### src/rtl/posn_pulse_gen.sv
// Position-to-pulse generator: walks an internal position towards a signed
// target, emitting one step pulse (with direction) per move for a downstream counter.
module posn_pulse_gen (
  input  logic               clk_i,
  input  logic               reset_i,
  input  logic               enable_i,
  input  logic signed [31:0] posn_i,
  input  logic signed [31:0] start,
  input  logic               start_wstb,
  input  logic        [31:0] period,
  input  logic               period_wstb,
  output logic               pulse_o,
  output logic               dir_o,
  output logic signed [31:0] posn_o,
  output logic               busy_o
);

  typedef enum logic [1:0] {
    IDLE  = 2'd0,
    SETUP = 2'd1,
    PULSE = 2'd2,
    GAP   = 2'd3
  } state_t;

  localparam logic [31:0] MIN_PERIOD = 32'd2;

  state_t             state, state_next;
  logic        [31:0] period_q;
  logic        [31:0] period_eff;
  logic        [31:0] gap_cnt, gap_next;
  logic               armed;
  logic               dir_next;
  logic signed [31:0] posn_next;
  logic               at_target;
  logic               step_dir;
  logic               gap_done;

  // A fresh period write applies to the GAP decision in the same cycle it arrives.
  always_comb begin
    if (period_wstb) period_eff = (period < MIN_PERIOD) ? MIN_PERIOD : period;
    else             period_eff = period_q;
  end

  assign at_target = (posn_i == posn_o);
  assign step_dir  = (posn_i < posn_o);  // both operands signed: no wrap shortcut
  assign gap_done  = (gap_cnt >= period_eff - 32'd1);

  always_comb begin
    // NOTE: every signal gets a default before the case so no path infers a latch.
    state_next = state;
    dir_next   = dir_o;
    posn_next  = posn_o;
    gap_next   = gap_cnt;

    unique case (state)
      IDLE: begin
        if (enable_i && armed && !at_target) begin
          state_next = SETUP;
          dir_next   = step_dir;
        end
      end
      SETUP: state_next = PULSE;
      PULSE: begin
        posn_next  = dir_o ? posn_o - 32'sd1 : posn_o + 32'sd1;
        state_next = GAP;
        gap_next   = 32'd1;
      end
      GAP: begin
        if (gap_done) begin
          gap_next = 32'd0;
          if (at_target) begin
            state_next = IDLE;
          end else if (step_dir == dir_o) begin
            state_next = PULSE;
          end else begin
            state_next = SETUP;
            dir_next   = step_dir;
          end
        end else begin
          gap_next = gap_cnt + 32'd1;
        end
      end
      default: state_next = IDLE;
    endcase

    // Disable freezes position/direction but lets an in-flight PULSE land its step.
    if (!enable_i) begin
      state_next = IDLE;
      dir_next   = dir_o;
      gap_next   = 32'd0;
    end

    if (start_wstb) begin
      state_next = IDLE;
      posn_next  = start;
      dir_next   = dir_o;
      gap_next   = 32'd0;
    end
  end

  // NOTE: sequential state uses non-blocking assignments so every register
  // samples pre-edge values regardless of process ordering.
  always_ff @(posedge clk_i or posedge reset_i) begin
    // NOTE: only control/state registers exist here, so all of them take the async reset.
    if (reset_i) begin
      state    <= IDLE;
      period_q <= MIN_PERIOD;
      gap_cnt  <= 32'd0;
      armed    <= 1'b0;
      pulse_o  <= 1'b0;
      dir_o    <= 1'b0;
      posn_o   <= 32'sd0;
      busy_o   <= 1'b0;
    end else begin
      state    <= state_next;
      period_q <= period_eff;
      gap_cnt  <= gap_next;
      armed    <= 1'b1;
      pulse_o  <= (state_next == PULSE);
      dir_o    <= dir_next;
      posn_o   <= posn_next;
      busy_o   <= (state_next != IDLE);
    end
  end

endmodule
### config.mk
export PLATFORM = sky130hd
export DESIGN_NAME = posn_pulse_gen
export DESIGN_NICKNAME = d
export VERILOG_FILES = /design/src/rtl/posn_pulse_gen.sv
export SDC_FILE = /design/constraint.sdc
export NUM_CORES = 1
export LEC_CHECK = 0
export ABC_AREA = 1
export BUFFER_PORTS_ARGS = -buffer_cell sky130_fd_sc_hd__buf_2
export CORE_MARGIN = 5
export CORE_UTILIZATION = 55
export DETAILED_ROUTE_END_ITERATION = 8
export HOLD_SLACK_MARGIN = 0.08
export PLACE_DENSITY = 0.84
export SLEW_MARGIN = 20
export SYNTH_ARGS = -nofsm -noshare
export SYNTH_HDL_FRONTEND = slang
export SYNTH_SLANG_ARGS = --single-unit
### constraint.sdc
create_clock -name clk_i -period 5.2 [get_ports clk_i]
set_input_delay 1.3 -clock clk_i [delete_from_list [all_inputs] [get_ports clk_i]]
set_output_delay 1.3 -clock clk_i [all_outputs]
set_load 0.05 [all_outputs]
==> results of run 1 <==
through the flow:
step	hold slack [ns]	cells	instance area, um2
floorplan	0.456	1218	8910
global placement	0.486	1564	9860
detailed placement	0.508	1564	9860
CTS	0.524	1580	10100
global route	0.547	1581	10200
finish	0.522	1581	10200
flip-flops by register name, indices dropped and copies added (netlist names):
name,cells
busy_o,1
posn_o,32
state,2
armed,1
dir_o,1
pulse_o,1
gap_cnt,32
period_q,32
worst min-delay path: stages, from the launching register on:
cell	delay, ns
dfrtp_1	0.32
nand2_1	0.05
nand2_1	0.10
kinds of logic after synthesis:
family	after synthesis	synth area share
buffers and inverters	168	0.0746
flip-flops	102	0.287
AO/OA/AOI/OAI	217	0.144
adder cells (fa/ha/maj)	101	0.143
XOR/XNOR	66	0.0649
multiplexers	6	0.00716
other	1	0.000421
AND/OR/NAND/NOR	557	0.280
final cells by class:
cell class,instances,area [um2]
clock buffer,9,225
fill,1395,5700
timing repair buffer,149,793
multi-input combinational,948,5720
inverter,150,566
sequential,102,2550
clock inverter,7,55.1
tap,216,270
cell usage after synthesis, types with 5 or more instances:
cell,number,area share
a21oi_1,75,0.042
a22oi_1,12,0.010
clkbuf_1,13,0.0055
dfrtp_1,101,0.28
ha_1,100,0.14
inv_1,146,0.062
mux2i_1,5,0.0056
nand2_1,305,0.13
nand3_1,51,0.029
nand4_1,19,0.013
nor2_1,114,0.048
nor3_1,20,0.011
nor4_1,11,0.0077
o211ai_1,7,0.0059
o21ai_0,64,0.036
o21ai_1,5,0.0028
o221ai_1,13,0.013
o22ai_1,10,0.0070
xnor2_1,15,0.015
xor2_1,51,0.050
final timing paths:
path / start / slack, ns / endpoint / cells past startpoint
hold reg to reg: period_q[31] / 0.52 / period_q[31] / 2
setup / recovery: period[25] / 0.35 / gap_cnt[25] / 28
hold / removal: period_q[31] / 0.52 / period_q[31] / 2
min in group asynchronous: reset_i / 1.11 / posn_o[22] / 2
setup reg to reg: period_q[4] / 1.53 / gap_cnt[25] / 21
max in group asynchronous: reset_i / 3.12 / period_q[1] / 3
power by group through the flow:
stage	sequential, uW	clock (uW)	combinational [uW]
CTS	880	681	1460
global route	887	712	1640
finish	881	677	1480
detailed placement	896	0	1440
global placement	895	0	1410
floorplan	1010	0	970
routing by layer:
layer | routed length [um] | global-route usage | up-vias | part of all wire
met2 | 11200 | 0.425 | 269 | 0.47
met4 | 488 | 0.0737 | 0 | 0.021
met3 | 1390 | 0.0362 | 38 | 0.058
met1 | 10600 | 0.351 | 4112 | 0.45
met5 | 0 | 0 | - | 0
li1 | - | - | 4374 | -
what timing repair did:
item                                    CTS  global route
endpoints found under the setup margin    0            34
buffers inserted                          0             1
gates resized for setup                   0             8
==> flow_metrics.tcl, run 1 <==
set metrics [dict create \
    post_synth_num_cell_types 62 \
    finalCritPeriodShare 0.934 \
    die_x_um 137 \
    fin_nets 1562 \
    cts_made_buffers 9 \
    cts_sinks 102 \
    drv_cap 0 \
    root_buffer "clkbuf_16" \
    start_kind "input pin" \
    dpl.hpwl_mm 18.5 \
    numPortBuffers 135 \
    insertion_delay_ns 0.36 \
    hold_class "flop to flop" \
    pwr-share-seq 0.290 \
    grt_max_degree 75 \
    finalWeightedCongestion 0.960 \
    relSlewSlack 0.363 \
    grt_pass1_vias 8468 \
    crit_family "simple AND/OR/NAND/NOR gates" \
    num_vias 8793 \
    grt_pass1_wl_mm 39.3 \
    finClkSkew_ns 0.0121 \
    endpoint_kind "flop" \
    required_ns 5.43 \
    start_util 0.561 \
    final_cell_mix "305 x nand2_1, 145 x inv_1, 135 x buf_2" \
    fmax_mhz 206 \
    syn_area_per_cell_um2 7.31 \
    antenna_cells 0 \
    vias_per_cell 5.56 \
    routed_wl_mm 23.7 \
    syn_area_um2 8910 \
    yosysSeqAreaShare 0.287 \
    p_leak_uw 0.00510 \
    arrival_ns 5.09 \
    clk_pin_slew_ns 0.07 \
    path_class "input pin to flop" \
    synth_ff_type "dfrtp_1" \
    antenna_found_initial 0 \
    drt-initial-drc-count 736 \
    ys_seq_elements 102 \
    synth-edff-count 0 \
    async_flop_share 1.00 \
    routedWlPerCell_um 15.0 \
    fin_crit_ns 4.85 \
    status "finished, final reports clean" \
    worst-path-buf-inv 5 \
    drv_slew 0 \
    max_stage_delay_ns 0.30 \
    grt_overflow_total 0 \
    switching_power_uw 1350 \
    holdBufCountCts 0 \
    drc 0 \
    core_region_area_um2 15900 \
    drive_gt1_frac 0.153 \
    fin_ws_ns 0.345 \
    clk_path_buf_depth 2 \
    finalSetupTns_ns 0 \
    fp-row-count 46 \
    timing_hold_violations_final 0 \
    final-setup-viol-count 0 \
    pre_cts_ws_ns -0.165 \
    tightest_slew_ns 0.956 \
    final_antenna_net_count 0 \
    switching_share 0.446 \
    p_per_area_nw_per_um2 298 \
    track_usage 0.257 \
    power_uw 3030 \
    ir_drop_uv 178 \
    postSynthCellCount 1218 \
    io_pins 136 \
    die_h_um 137 \
    intPower_uw 1680 \
    final_core_util 0.641 \
    ctsHtreeMaxLevel 3 \
    dieArea_um2 18800 \
    cp_max_fo 12 \
    combPwrFrac 0.486 \
    dr.pass1.iters 5 \
    cp_slowest_cell "nor4_2" \
    yosys_warnings 0 \
    cts_tree "built" \
    syn-num-nets 1420 \
    final_common_cell "nand2_1" \
    clockPowerShare 0.223 \
    syn_to_final_growth_pct 14.3 \
]
No activity file was read; power rests on OpenSTA's default activity.
==> inputs of run 2 (changes only) <==
--- a/config.mk
+++ b/config.mk
@@ -12,6 +12,7 @@
 export DETAILED_ROUTE_END_ITERATION = 8
 export HOLD_SLACK_MARGIN = 0.08
 export PLACE_DENSITY = 0.84
+export SKIP_LAST_GASP = 1
 export SLEW_MARGIN = 20
 export SYNTH_ARGS = -nofsm -noshare
 export SYNTH_HDL_FRONTEND = slang
==> constraint.sdc (replaced) <==
create_clock -name clk_i -period 5.2 [get_ports clk_i]
set_input_delay 0.78 -clock clk_i [delete_from_list [all_inputs] [get_ports clk_i]]
set_output_delay 0.78 -clock clk_i [all_outputs]
set_load 0.05 [all_outputs]
==> run 2 against run 1 <==
Net effect:
- critical path type unchanged
- sequential cell count stayed put
- sequential power hardly changed
- count of clock-buffer cells in the layout stayed put
- largest power group unchanged
- first-iteration DRC count is 16% lower
- combinational power hardly changed
==> flow_metrics.tcl, run 2 (same netlist as run 1, synthesis figures left out) <==
set metrics [dict create \
    p_leak_uw 0.00507 \
    pre_cts_ws_ns 0.0511 \
    stdcell_count 1574 \
    syn_to_final_growth_pct 13.3 \
    ff2ff_setup_slack_ns 1.23 \
    finClkSkew_ns 0.0115 \
    numPortBuffers 135 \
    hold-path-endpoint "period_q[31]" \
    top_regs "gap_cnt (32), period_q (32), posn_o (32)" \
    clk_path_buf_depth 2 \
    antenna_found_initial 0 \
    cp_slowest_cell "nor4_1" \
    use_met3 0.0263 \
    fmax_mhz 208 \
    path_class "input pin to flop" \
    finalSetupTns_ns 0 \
    dpl.hpwl_mm 18.5 \
    placed_cells 1559 \
    final_cell_mix "305 x nand2_1, 145 x inv_1, 135 x buf_2" \
    dr.pass1.iters 5 \
    required_ns 5.43 \
    grt_max_degree 67 \
    final_common_cell "nand2_1" \
    die_h_um 137 \
    start_util 0.561 \
    insertion_delay_ns 0.36 \
    holdPathStages 2 \
    relSlewSlack 0.376 \
    endpoint_kind "flop" \
    arrival_ns 5.04 \
    drt-initial-drc-count 618 \
    core_region_area_um2 15900 \
    drive_gt1_frac 0.144 \
    root_buffer "clkbuf_16" \
    io_pins 136 \
    drv_cap 0 \
    fin_nets 1556 \
    start_kind "input pin" \
    tightest_slew_ns 0.936 \
    ir_drop_uv 199 \
    gr-max-usage-layer "met2" \
    fin_ws_ns 0.386 \
    cts_sinks 102 \
    rsz0062_at_grt "no" \
    clk_pin_slew_ns 0.08 \
    fp-row-count 46 \
    num_vias 8745 \
    finalWeightedCongestion 0.923 \
    timing_hold_violations_final 0 \
    track_usage 0.256 \
    cts_tree "built" \
    startpoint "period[25]" \
    grt_pass1_vias 8288 \
    drv_slew 0 \
    hold_class "flop to flop" \
    final_antenna_net_count 0 \
    cpMostUsedCell "nor2_1" \
    grt_pass1_wl_mm 38.8 \
    fin_crit_ns 4.81 \
    reg2reg_to "gap_cnt[4]" \
    drc 0 \
    grt_overflow_total 0 \
    use_met1 0.354 \
    r2r_start "period_q[0]" \
    ctsHtreeMaxLevel 3 \
    max_stage_delay_ns 0.29 \
    cp_max_fo 14 \
    routed_wl_mm 23.9 \
    final_core_util 0.636 \
    holdCritStartpoint "period_q[31]" \
    final-setup-viol-count 0 \
    status "finished, final reports clean" \
    grtUsageMet2 0.428 \
    p_per_area_nw_per_um2 299 \
    vias_per_cell 5.56 \
    holdBufCountCts 0 \
    routedWlPerCell_um 15.2 \
    finalCritPeriodShare 0.926 \
    dieArea_um2 18800 \
    antenna_cells 0 \
    reg2reg_depth 27 \
    cts_made_buffers 9 \
    die_x_um 137 \
]
==> run 2: metal layers <==
metal  wire (um)  share of wire
met2       11200           0.47
met1       10800           0.45
met3        1420          0.059
met4         433          0.018
met5           0              0
==> run 2: worst max path at each step <==
| stage | depth (start not counted) | slack, ns | to |
|---|---|---|---|
| floorplan | 27 | 0.73 | gap_cnt[13] |
| global placement | 28 | 0.32 | gap_cnt[4] |
| detailed placement | 30 | 0.05 | gap_cnt[4] |
| CTS | 28 | 0.38 | gap_cnt[4] |
| global route | 30 | 0.02 | gap_cnt[4] |
| finish | 30 | 0.39 | gap_cnt[4] |
==> run 2: area by class of cell <==
cell class	instances	area (um2)
multi-input combinational	948	5690
timing repair buffer	143	736
sequential	102	2550
inverter	150	566
fill	1430	5790
clock inverter	6	53.8
clock buffer	9	225
tap	216	270
==> run 2: timing repair <==
| action | CTS | global route |
|---|---|---|
| resized for setup | 0 | 2 |
| setup endpoints to repair | 0 | 2 |
| hold endpoints to repair | 0 | 0 |
| setup buffers | 0 | 0 |
==> run 2: worst max-delay path: cells and delay by family <==
kind | cells | cell delay (ns)
XOR/XNOR | 1 | 0.15
AO/OA/AOI/OAI | 4 | 0.39
adder cells (fa/ha/maj) | 2 | 0.52
buffers and inverters | 5 | 0.57
AND/OR/NAND/NOR | 18 | 2.64
==> run 2: where the power goes <==
group          internal, uW  total [uW]  switching (uW)
Clock                   332         676             344
Sequential              846         883            36.7
Combinational           496        1460             965
Total                  1670        3020            1350
==> run 2: through the flow <==
| stage | hold slack, ns | instance area, um2 | power (uW) |
|---|---|---|---|
| floorplan | 0.456 | 8910 | 1990 |
| global placement | 0.489 | 9810 | 2300 |
| detailed placement | 0.498 | 9810 | 2330 |
| CTS | 0.517 | 10100 | 3010 |
| global route | 0.535 | 10100 | 3240 |
| finish | 0.514 | 10100 | 3020 |
